===== src/rtl/dwconv_pkg.sv =====
// Shared definitions for the depthwise-convolution scheduler and datapath:
// FSM state encoding, default geometry and a width helper for counters.
package dwconv_pkg;

    localparam int DW_ROWS        = 62;
    localparam int DW_COLS        = 65;
    localparam int DW_CHANNELS    = 16;
    localparam int DW_KERNEL_SIZE = 3;

    typedef enum logic [2:0] {
        ST_IDLE  = 3'd0,
        ST_TAP   = 3'd1,
        ST_DRAIN = 3'd2,
        ST_WRITE = 3'd3,
        ST_DONE  = 3'd4
    } state_t;

    // Index width for a counter over 0..n-1; never narrower than one bit.
    function automatic int cnt_w(input int n);
        return (n > 1) ? $clog2(n) : 1;
    endfunction

endpackage


===== src/rtl/dwconv_window_cnt.sv =====
// Nested traversal counters for the depthwise scheduler.
// Pixel order is channel, row, column; kernel order is ki then kj.
// The kernel pair advances on i_inc and wraps by itself after the last tap;
// the pixel triple advances only on i_pix_inc, so the output coordinate stays
// valid through DRAIN and WRITE while the kernel pair sits back at 0.
// Also derives the signed input coordinate of the current tap and its pad flag.
module dwconv_window_cnt
    import dwconv_pkg::*;
#(
    parameter int ROWS        = DW_ROWS,
    parameter int COLS        = DW_COLS,
    parameter int CHANNELS    = DW_CHANNELS,
    parameter int KERNEL_SIZE = DW_KERNEL_SIZE
) (
    input  logic                         clk,
    input  logic                         rst_n,
    input  logic                         i_clr,
    input  logic                         i_inc,
    input  logic                         i_pix_inc,
    output logic [cnt_w(CHANNELS)-1:0]    o_ch,
    output logic [cnt_w(ROWS)-1:0]        o_row,
    output logic [cnt_w(COLS)-1:0]        o_col,
    output logic [cnt_w(KERNEL_SIZE)-1:0] o_ki,
    output logic [cnt_w(KERNEL_SIZE)-1:0] o_kj,
    output logic [cnt_w(ROWS)-1:0]        o_in_row,
    output logic [cnt_w(COLS)-1:0]        o_in_col,
    output logic                         o_pad,
    output logic                         o_pix_last,
    output logic                         o_frame_last
);

    localparam int CHW  = cnt_w(CHANNELS);
    localparam int RW   = cnt_w(ROWS);
    localparam int CLW  = cnt_w(COLS);
    localparam int KW   = cnt_w(KERNEL_SIZE);
    localparam int HALF = KERNEL_SIZE / 2;

    logic [CHW-1:0] r_ch;
    logic [RW-1:0]  r_row;
    logic [CLW-1:0] r_col;
    logic [KW-1:0]  r_ki;
    logic [KW-1:0]  r_kj;

    logic w_ch_last, w_row_last, w_col_last, w_ki_last, w_kj_last;
    int   w_in_r;
    int   w_in_c;

    assign w_ch_last  = (r_ch  == CHW'(CHANNELS - 1));
    assign w_row_last = (r_row == RW'(ROWS - 1));
    assign w_col_last = (r_col == CLW'(COLS - 1));
    assign w_ki_last  = (r_ki  == KW'(KERNEL_SIZE - 1));
    assign w_kj_last  = (r_kj  == KW'(KERNEL_SIZE - 1));

    // Kernel and pixel counters; each wraps only when its outer index steps.
    always_ff @(posedge clk) begin
        if (!rst_n || i_clr) begin
            r_ch  <= '0;
            r_row <= '0;
            r_col <= '0;
            r_ki  <= '0;
            r_kj  <= '0;
        end else begin
            if (i_inc) begin
                if (w_kj_last) begin
                    r_kj <= '0;
                    r_ki <= w_ki_last ? '0 : r_ki + 1'b1;
                end else begin
                    r_kj <= r_kj + 1'b1;
                end
            end
            if (i_pix_inc) begin
                if (w_col_last) begin
                    r_col <= '0;
                    if (w_row_last) begin
                        r_row <= '0;
                        r_ch  <= w_ch_last ? '0 : r_ch + 1'b1;
                    end else begin
                        r_row <= r_row + 1'b1;
                    end
                end else begin
                    r_col <= r_col + 1'b1;
                end
            end
        end
    end

    // Signed input coordinate of the tap; outside the map means a zero tap.
    always_comb begin
        w_in_r = int'(r_row) + int'(r_ki) - HALF;
        w_in_c = int'(r_col) + int'(r_kj) - HALF;
        o_pad  = (w_in_r < 0) || (w_in_r >= ROWS) || (w_in_c < 0) || (w_in_c >= COLS);
        o_in_row = o_pad ? '0 : w_in_r[RW-1:0];
        o_in_col = o_pad ? '0 : w_in_c[CLW-1:0];
    end

    assign o_ch         = r_ch;
    assign o_row        = r_row;
    assign o_col        = r_col;
    assign o_ki         = r_ki;
    assign o_kj         = r_kj;
    assign o_pix_last   = w_ki_last && w_kj_last;
    assign o_frame_last = w_ch_last && w_row_last && w_col_last;

endmodule


===== src/rtl/dwconv_sched.sv =====
// Depthwise-convolution tap scheduler: walks every output pixel of every
// channel, issues KERNEL_SIZE^2 taps to the MAC engine, waits one cycle for the
// accumulate, then holds the pixel for writeback until the sink accepts it.
// KERNEL_SIZE must be odd so the window centres on the output pixel.
// Optional build macro DWCONV_SCHED_PERF_EN adds stall_cnt, a count of WRITE
// cycles spent waiting on wr_ready since the last accepted start.
//
//   state | meaning
//   IDLE  | waiting for start
//   TAP   | one kernel tap per cycle for the current pixel
//   DRAIN | one cycle for the MAC accumulate to settle
//   WRITE | pixel offered on wr_valid until wr_ready
//   DONE  | one-cycle done pulse, then back to IDLE
module dwconv_sched
    import dwconv_pkg::*;
#(
    parameter int ROWS        = DW_ROWS,
    parameter int COLS        = DW_COLS,
    parameter int CHANNELS    = DW_CHANNELS,
    parameter int KERNEL_SIZE = DW_KERNEL_SIZE
) (
    input  logic                         clk,
    input  logic                         rst_n,
    input  logic                         start,
    output logic                         busy,
    output logic                         done,
    output logic                         tap_valid,
    output logic [cnt_w(ROWS)-1:0]        tap_row,
    output logic [cnt_w(COLS)-1:0]        tap_col,
    output logic [cnt_w(CHANNELS)-1:0]    tap_ch,
    output logic [cnt_w(KERNEL_SIZE)-1:0] tap_ki,
    output logic [cnt_w(KERNEL_SIZE)-1:0] tap_kj,
    output logic                         tap_pad,
    output logic                         acc_clr,
    output logic                         wr_valid,
    input  logic                         wr_ready,
    output logic [cnt_w(ROWS)-1:0]        out_row,
    output logic [cnt_w(COLS)-1:0]        out_col,
    output logic [cnt_w(CHANNELS)-1:0]    out_ch
`ifdef DWCONV_SCHED_PERF_EN
    ,
    output logic [31:0]                  stall_cnt
`endif
);

    localparam int CHW = cnt_w(CHANNELS);
    localparam int RW  = cnt_w(ROWS);
    localparam int CLW = cnt_w(COLS);
    localparam int KW  = cnt_w(KERNEL_SIZE);

    state_t r_state;
    state_t w_state_nxt;

    logic           w_clr, w_inc, w_pix_inc, w_start_acc;
    logic           w_pad, w_pix_last, w_frame_last;
    logic [CHW-1:0] w_ch;
    logic [RW-1:0]  w_row, w_in_row;
    logic [CLW-1:0] w_col, w_in_col;
    logic [KW-1:0]  w_ki, w_kj;

    dwconv_window_cnt #(
        .ROWS        (ROWS),
        .COLS        (COLS),
        .CHANNELS    (CHANNELS),
        .KERNEL_SIZE (KERNEL_SIZE)
    ) u_window_cnt (
        .clk          (clk),
        .rst_n        (rst_n),
        .i_clr        (w_clr),
        .i_inc        (w_inc),
        .i_pix_inc    (w_pix_inc),
        .o_ch         (w_ch),
        .o_row        (w_row),
        .o_col        (w_col),
        .o_ki         (w_ki),
        .o_kj         (w_kj),
        .o_in_row     (w_in_row),
        .o_in_col     (w_in_col),
        .o_pad        (w_pad),
        .o_pix_last   (w_pix_last),
        .o_frame_last (w_frame_last)
    );

    assign w_start_acc = (r_state == ST_IDLE) && start;

    // State register.
    always_ff @(posedge clk) begin
        if (!rst_n) begin
            r_state <= ST_IDLE;
        end else begin
            r_state <= w_state_nxt;
        end
    end

    // Next state and counter strobes.
    always_comb begin
        w_state_nxt = r_state;
        w_clr       = 1'b0;
        w_inc       = 1'b0;
        w_pix_inc   = 1'b0;
        case (r_state)
            ST_IDLE: begin
                if (start) begin
                    w_clr       = 1'b1;
                    w_state_nxt = ST_TAP;
                end
            end
            ST_TAP: begin
                w_inc = 1'b1;
                if (w_pix_last) begin
                    w_state_nxt = ST_DRAIN;
                end
            end
            ST_DRAIN: begin
                w_state_nxt = ST_WRITE;
            end
            ST_WRITE: begin
                if (wr_ready) begin
                    w_pix_inc   = 1'b1;
                    w_state_nxt = w_frame_last ? ST_DONE : ST_TAP;
                end
            end
            ST_DONE: begin
                w_state_nxt = ST_IDLE;
            end
            default: begin
                w_state_nxt = ST_IDLE;
            end
        endcase
    end

    assign busy      = (r_state == ST_TAP) || (r_state == ST_DRAIN) || (r_state == ST_WRITE);
    assign done      = (r_state == ST_DONE);
    assign tap_valid = (r_state == ST_TAP);
    assign tap_pad   = tap_valid && w_pad;
    assign acc_clr   = tap_valid && (w_ki == '0) && (w_kj == '0);
    assign wr_valid  = (r_state == ST_WRITE);
    assign tap_row   = w_in_row;
    assign tap_col   = w_in_col;
    assign tap_ch    = w_ch;
    assign tap_ki    = w_ki;
    assign tap_kj    = w_kj;
    assign out_row   = w_row;
    assign out_col   = w_col;
    assign out_ch    = w_ch;

`ifdef DWCONV_SCHED_PERF_EN
    logic [31:0] r_stall_cnt;

    // Count writeback cycles lost to sink backpressure within the current pass.
    always_ff @(posedge clk) begin
        if (!rst_n || w_start_acc) begin
            r_stall_cnt <= '0;
        end else if ((r_state == ST_WRITE) && !wr_ready) begin
            r_stall_cnt <= r_stall_cnt + 32'd1;
        end
    end

    assign stall_cnt = r_stall_cnt;
`else
    logic w_unused_start_acc;
    assign w_unused_start_acc = w_start_acc;
`endif

endmodule


===== config.mk =====
export PLATFORM = sky130hd
export DESIGN_NAME = dwconv_sched
export DESIGN_NICKNAME = d
export VERILOG_FILES = /design/src/rtl/dwconv_pkg.sv /design/src/rtl/dwconv_window_cnt.sv /design/src/rtl/dwconv_sched.sv
export SDC_FILE = /design/constraint.sdc
export NUM_CORES = 1
export LEC_CHECK = 0
export BUFFER_PORTS_ARGS = -buffer_cell sky130_fd_sc_hd__buf_2
export CAP_MARGIN = 10
export CORE_MARGIN = 1.5
export CORE_UTILIZATION = 25
export CTS_CLUSTER_SIZE = 20
export DETAILED_ROUTE_END_ITERATION = 10
export HOLD_SLACK_MARGIN = 0.15
export PLACE_DENSITY_LB_ADDON = 0.3
export SLEW_MARGIN = 30
export SYNTH_ARGS = -nofsm -noshare
export SYNTH_HDL_FRONTEND = slang
export SYNTH_SLANG_ARGS = --single-unit
export TNS_END_PERCENT = 5

===== constraint.sdc =====
create_clock -name clk -period 6.8 [get_ports clk]
set_clock_uncertainty 0.15 [all_clocks]
set_input_delay 0.68 -clock clk [delete_from_list [all_inputs] [get_ports clk]]
set_output_delay 0.68 -clock clk [all_outputs]
set_load 0.02 [all_outputs]

==> impl_metrics.json, run 1 <==
{
  "outcome": "finished with violations",
  "violations": "design-rule violations",
  "worstPathCellList": "ha_1, inv_1, fa_1, nand2b_1, o2bb2ai_1, and2_1, nor2b_1, and3_1, ha_1, nand4bb_1, a211oi_1, o21ai_2, nor3b_1, buf_2",
  "viasPerCell": 4.845,
  "intPower_uw": 203.0,
  "num_vias": 2088,
  "power_leakage_uw": 0.001109,
  "coreArea_um2": 8806,
  "io_buffer_count": 47,
  "die_w_um": 98.96,
  "dieArea_um2": 9793,
  "synthCells": 294,
  "ys_ff_latch": 24,
  "grt_pass1_wl_um": 9287,
  "ctsRootBufferMaster": "clkbuf_8",
  "clock-sinks": 24,
  "synth_cell_types": 56,
  "rows": 34,
  "drive_gt1_share_pct": 21.36,
  "cp_common_cell": "ha_1",
  "power_frac_clock_pct": 36.8,
  "yosysSeqAreaShare_pct": 20.87,
  "r2r-end": "u_window_cnt.o_ch[3]$_SDFFE_PP0P_",
  "p_comb_share_pct": 10.1,
  "reg2reg_slack_ns": 4.67,
  "layout_commonest_cell": "buf_2",
  "netlist_area_um2": 2302,
  "netSwitchingFraction_pct": 24.57,
  "h-tree-depth": 1,
  "grt_usage_pct": 11.29,
  "dr.pass1.iters": 7,
  "rsz0062_at_grt": "no",
  "gp_congestion": 0.8226,
  "grt_overflow_total": 0,
  "syn2layout_area_growth_pct": 12.55,
  "mostFrequentLayoutCells": "47 x buf_2, 34 x nor2_1, 26 x nand2_1",
  "synth_edf_count": 0,
  "crit_type": "reg -> out",
  "wl_per_cell_um": 12.90,
  "r2r-start": "r_state[1]$_SDFFE_PN0P_",
  "slew_violations": 0,
  "hold_path_class": "reg -> reg",
  "period_minus_slack_ns": 4.557,
  "postCtsSetupBuffers": 0,
  "final_hold_viol_count": 0,
  "grt_max_degree": 18,
  "syn_avg_cell_area_um2": 7.831,
  "cp.required_ns": 5.97,
  "cp.arrival_ns": 3.73,
  "ys_warn_count": 0,
  "io_pins": 48,
  "holdWs_ns": 0.4025,
  "peakVddDrop_uv": 53.69,
  "max-cap-violations": 0,
  "hold_end": "u_window_cnt.o_ki[1]$_SDFFE_PP0P_",
  "clock_path_buffers": 2,
  "setup_viol": 0,
  "grt_pass1_vias": 1910,
  "insertion_delay_ns": 0.27,
  "p_seq_share_pct": 53.1,
  "worstRegToRegCells": 6,
  "cts.repair.resized": 0,
  "power_switching_uw": 66.13,
  "ys_async_sr_fraction_pct": 0,
  "period_share_pct": 67.02,
  "cp.depth": 14,
  "startpoint_type": "register",
  "n_antenna_cell": 0,
  "final_antenna_net_count": 0,
  "hold_depth": 2,
  "synthFlopType": "dfxtp_1",
  "tightest_slew_ns": 0.7194,
  "place_hpwl_um": 4333,
  "cp_slowest_cell": "fa_1",
  "drc_errors": 5,
  "die_h_um": 98.96,
  "fin_tns_setup_ns": 0,
  "antenna_found_initial": 0,
  "crit_buf_inv": 2,
  "cts_made_buffers": 3,
  "path_clk_slew_ns": 0.09,
  "critPathMaxStageDelay_ns": 0.49,
  "end_kind": "primary output",
  "start_util_pct": 26.14,
  "hold_buffers": 0,
  "cts_tree": "built",
  "fmax_mhz": 219.4,
  "drt_wl_total_um": 5560,
  "power_density_nw_per_um2": 103.9,
  "hp-start": "u_window_cnt.o_ki[0]$_SDFFE_PP0P_",
  "crit_family": "simple AND/OR/NAND/NOR gates",
  "finalNetCount": 346,
  "max_slew_margin_pct": 52.03,
  "crit_fanout": 14,
  "synthesis.nets": 316,
  "drt-initial-drc-count": 75
}
-- metal layers --
metal	track usage (%)	wire length [um]	vias up
met5	0	0	-
met4	2.308	21	0
met3	1.064	158	2
met2	17.61	2458	35
met1	16.82	2922	970
li1	-	-	1081
-- cell usage after synthesis, drive strengths merged, types with 2 or more instances --
cell	instances	area, um2
a211oi	3	27.52
a21boi	2	15.01
a21o	4	30.03
a21oi	16	91.34
a221oi	2	17.52
and2	4	25.02
and3	6	37.54
and4	2	17.52
and4b	2	20.02
buf	18	120.1
clkbuf	4	16.26
dfxtp	24	480.5
fa	2	40.04
ha	16	200.2
inv	13	48.80
mux2i	2	20.02
nand2	26	97.59
nand2b	5	31.28
nand3	8	45.04
nand4	11	68.82
nor2	34	127.6
nor2b	4	25.02
nor3	21	155.1
nor3b	2	20.02
o211ai	2	15.01
o21ai	5	28.78
o2bb2ai	2	17.52
o32ai	2	17.52
or2	2	12.51
or3	3	18.77
xnor2	14	122.6
xor2	18	157.7
-- worst max path at each step --
stage	start	slack (ns)	end
2_1_floorplan	u_window_cnt.o_col[0]$_SDFFE_PP0P_	2.66	tap_col[6]
3_3_place_gp	u_window_cnt.o_col[0]$_SDFFE_PP0P_	2.73	tap_col[1]
3_5_place_dp	u_window_cnt.o_col[0]$_SDFFE_PP0P_	2.55	tap_col[1]
4_1_cts	u_window_cnt.o_col[0]$_SDFFE_PP0P_	2.23	tap_col[1]
5_1_grt	u_window_cnt.o_kj[0]$_SDFFE_PP0P_	1.90	tap_row[5]
6_report	u_window_cnt.o_col[0]$_SDFFE_PP0P_	2.24	tap_col[1]
-- power by group through the flow --
stage,sequential (uW),clock [uW],combinational [uW]
after floorplan,146,0,19.2
after global routing,143,106,30.2
after detailed placement,146,0,27.2
after CTS,143,101,27.4
after global placement,146,0,27.1
final,143,99.0,27.2
-- cell families (layout without fill, tap and decap cells) --
logic type	after synthesis	after routing	synth area share, %
XOR/XNOR	32	32	12.17
AO/OA/AOI/OAI	47	47	14.46
AND/OR/NAND/NOR	136	136	33.15
multiplexers	2	2	0.8696
flip-flops	24	24	20.87
buffers and inverters	35	64	8.043
adder cells (fa/ha/maj)	18	18	10.43
-- metrics by stage --
stage	std cells	power [uW]	cell area (um2)	utilization (%)	worst slack, ns
final	431	269.2	2591	29.43	2.243
after global routing	431	279.4	2591	29.43	1.895
after CTS	431	271.6	2591	29.43	2.234
after detailed placement	427	173.4	2536	28.80	2.552
after global placement	427	173.3	2536	28.80	2.727
after floorplan	294	165.6	2302	-	2.663
-- flip-flops by register name, summed over array words and instances (netlist names) --
| signal | flops |
|---|---|
| r_state | 3 |
| u_window_cnt.o_ki | 2 |
| u_window_cnt.o_col | 7 |
| u_window_cnt.o_ch | 4 |
| u_window_cnt.o_row | 6 |
| u_window_cnt.o_kj | 2 |
-- cell type report --
type	count	area, um2
fill	977	6215
sequential	24	480.5
clock buffer	4	55.05
tap	108	135.1
multi-input combinational	235	1637
timing repair buffer	47	235.2
inverter	13	48.80
-- worst register-to-register path: stages (launching register included) --
cell and delay [ns]:
dfxtp_1 0.48, and4b_1 0.46, and3_1 0.34, and2_1 0.28, nand4_1 0.14, xor2_1 0.15, nor2_1 0.05
No activity file was read; power rests on OpenSTA's default activity.
==> run 2, diff against run 1 <==
==> constraint.sdc (replaced) <==
create_clock -name clk -period 4.4 [get_ports clk]
set_clock_uncertainty 0.15 [all_clocks]
set_input_delay 0.44 -clock clk [delete_from_list [all_inputs] [get_ports clk]]
set_output_delay 0.44 -clock clk [all_outputs]
set_load 0.02 [all_outputs]
==> run 2 against run 1 <==
  * The flow still finishes with violations (design-rule violations)
  * Sequential power rose by 55%
  * Register-to-register slack lost 2.4 ns
  * Cell count rose by 0.23%
  * Power is 71% higher
  * Flip-flop and latch count unchanged
  * Critical path depth stayed put
  * Global-route usage grew 0.11 points
  * Die area stayed put
  * First-iteration DRC count up 31%
  * Critical endpoint unchanged
  * Via count shrank 1.2%
==> impl_metrics.json, run 2 (synthesis results as in run 1) <==
{
  "outcome": "finished with violations",
  "violations": "design-rule violations",
  "grt_use_met2_pct": 18.73,
  "clock-sinks": 24,
  "coreArea_um2": 8806,
  "grt_max_degree": 18,
  "start_util_pct": 26.14,
  "drc_errors": 5,
  "final_hold_viol_count": 0,
  "cp_slowest_cell": "fa_2",
  "cp_common_cell": "ha_1",
  "final_antenna_net_count": 0,
  "final_area_um2": 2641,
  "crit_type": "reg -> out",
  "netSwitchingFraction_pct": 22.63,
  "place_hpwl_um": 4325,
  "dr.pass1.iters": 7,
  "setup_viol": 0,
  "grt_pass1_wl_um": 9321,
  "antenna_found_initial": 0,
  "crit_buf_inv": 2,
  "finalPower_uw": 459.8,
  "power_switching_uw": 104.1,
  "die_h_um": 98.96,
  "cts_tree": "built",
  "pre_cts_ws_ns": 0.4225,
  "slew_violations": 0,
  "power_frac_clock_pct": 42.7,
  "clock_path_buffers": 2,
  "fin_ws_ns": 0.3004,
  "drt-initial-drc-count": 98,
  "p_seq_share_pct": 48.1,
  "ff_latch_area_um2": 484.2,
  "rows": 34,
  "startpoint_type": "register",
  "num_vias": 2063,
  "p_comb_share_pct": 9.2,
  "cp.arrival_ns": 3.51,
  "gp_congestion": 0.8297,
  "peakVddDrop_uv": 95.89,
  "cts_made_buffers": 3,
  "grt_pass1_vias": 1903,
  "layout_commonest_cell": "buf_2",
  "grt.busiest_layer": "met2",
  "largest_register_ffs": 7,
  "grt_overflow_total": 0,
  "grt_usage_pct": 11.39,
  "fillers": 936,
  "worstPathCellList": "ha_1, inv_1, fa_2, nand2b_1, o2bb2ai_1, and2_1, nor2b_1, and3_1, ha_1, nand4bb_1, a211oi_2, o21ai_4, nor3b_1, buf_2",
  "gr-usage-met3_pct": 1.631,
  "hold_path_class": "in -> reg",
  "tightest_slew_ns": 0.5676,
  "critPathMaxStageDelay_ns": 0.41,
  "wl_per_cell_um": 13.03,
  "drive_gt1_share_pct": 23.77,
  "drt_wl_total_um": 5628,
  "h-tree-depth": 1,
  "fin_tns_setup_ns": 0,
  "postCtsSetupBuffers": 0,
  "insertion_delay_ns": 0.27,
  "met1_usage_pct": 15.76,
  "viasPerCell": 4.775,
  "mostFrequentLayoutCells": "47 x buf_2, 34 x nor2_1, 26 x nand2_1",
  "finalNetCount": 347,
  "end_kind": "primary output",
  "path_clk_slew_ns": 0.09,
  "holdWs_ns": 0.2847,
  "rsz0062_at_grt": "no",
  "io_buffer_count": 47,
  "dieArea_um2": 9793,
  "max-cap-violations": 0,
  "period_share_pct": 93.17,
  "dpl_cell_area_um2": 2544,
  "power_leakage_uw": 0.001123,
  "n_antenna_cell": 0,
  "syn2layout_area_growth_pct": 14.73,
  "max_slew_margin_pct": 62.11,
  "crit_family": "simple AND/OR/NAND/NOR gates",
  "cp.required_ns": 3.81,
  "die_w_um": 98.96,
  "power_density_nw_per_um2": 174.1,
  "crit_fanout": 14,
  "multi_input_area_um2": 1659,
  "ctsRootBufferMaster": "clkbuf_8",
  "intPower_uw": 355.8,
  "fmax_mhz": 243.9,
  "period_minus_slack_ns": 4.100,
  "io_pins": 48
}
run 2: cell types whose count changed in the layout (fill, tap and decap cells not counted), moves of 2 or more:
cell | previous run | this run
dfxtp_1 | 24 | 21
dfxtp_2 | 0 | 3
fa_1 | 2 | 0
fa_2 | 0 | 2
run 2: worst paths after layout:
kind,depth (start not counted),slack (ns),from,to
setup / recovery,14,0.30,u_window_cnt.o_col[0]$_SDFFE_PP0P_,tap_col[1]
hold / removal,3,0.28,rst_n,r_state[2]$_SDFFE_PN0P_
setup reg to reg,6,2.24,r_state[1]$_SDFFE_PN0P_,u_window_cnt.o_ch[3]$_SDFFE_PP0P_
hold reg to reg,2,0.37,u_window_cnt.o_kj[0]$_SDFFE_PP0P_,u_window_cnt.o_kj[1]$_SDFFE_PP0P_
run 2: cell type report:
class	count	share of cell area, %
flip-flops and latches	24	18.33
clock buffers	3	1.563
well taps	108	5.116
clock inverters	1	1.137
inverters	13	1.847
multi-input cells	235	62.81
repair buffers	48	9.190
run 2: power by group through the flow:
stage	logic, uW	registers (uW)	clock network (uW)
2_1_floorplan	29.7	226	0
3_3_place_gp	42.0	226	0
3_5_place_dp	41.8	226	0
4_1_cts	42.1	221	203
5_1_grt	47.1	221	210
6_report	42.5	221	196
run 2: repair_timing:
action	4_1_cts	5_1_grt
setup endpoints to repair	0	14
hold buffers	0	0
resized for setup	0	8
hold endpoints to repair	0	0
run 2: metal layers:
metal	up-vias	wire length (um)
li1	1090	-
met3	2	179
met1	933	2856
met4	0	24
met2	38	2567
met5	-	0
run 2: per-stage QoR:
stage | std cells | utilization (%)
after floorplan | 294 | -
after global placement | 428 | 28.89
after detailed placement | 428 | 28.89
after CTS | 432 | 29.70
after global routing | 432 | 29.99
final | 432 | 29.99
run 2: worst register-to-register path: stages (launching register included):
cell and delay [ns]:
dfxtp_1 0.48, and4b_1 0.46, and3_1 0.34, and2_1 0.28, nand4_1 0.15, xor2_1 0.16
nor2_1 0.05
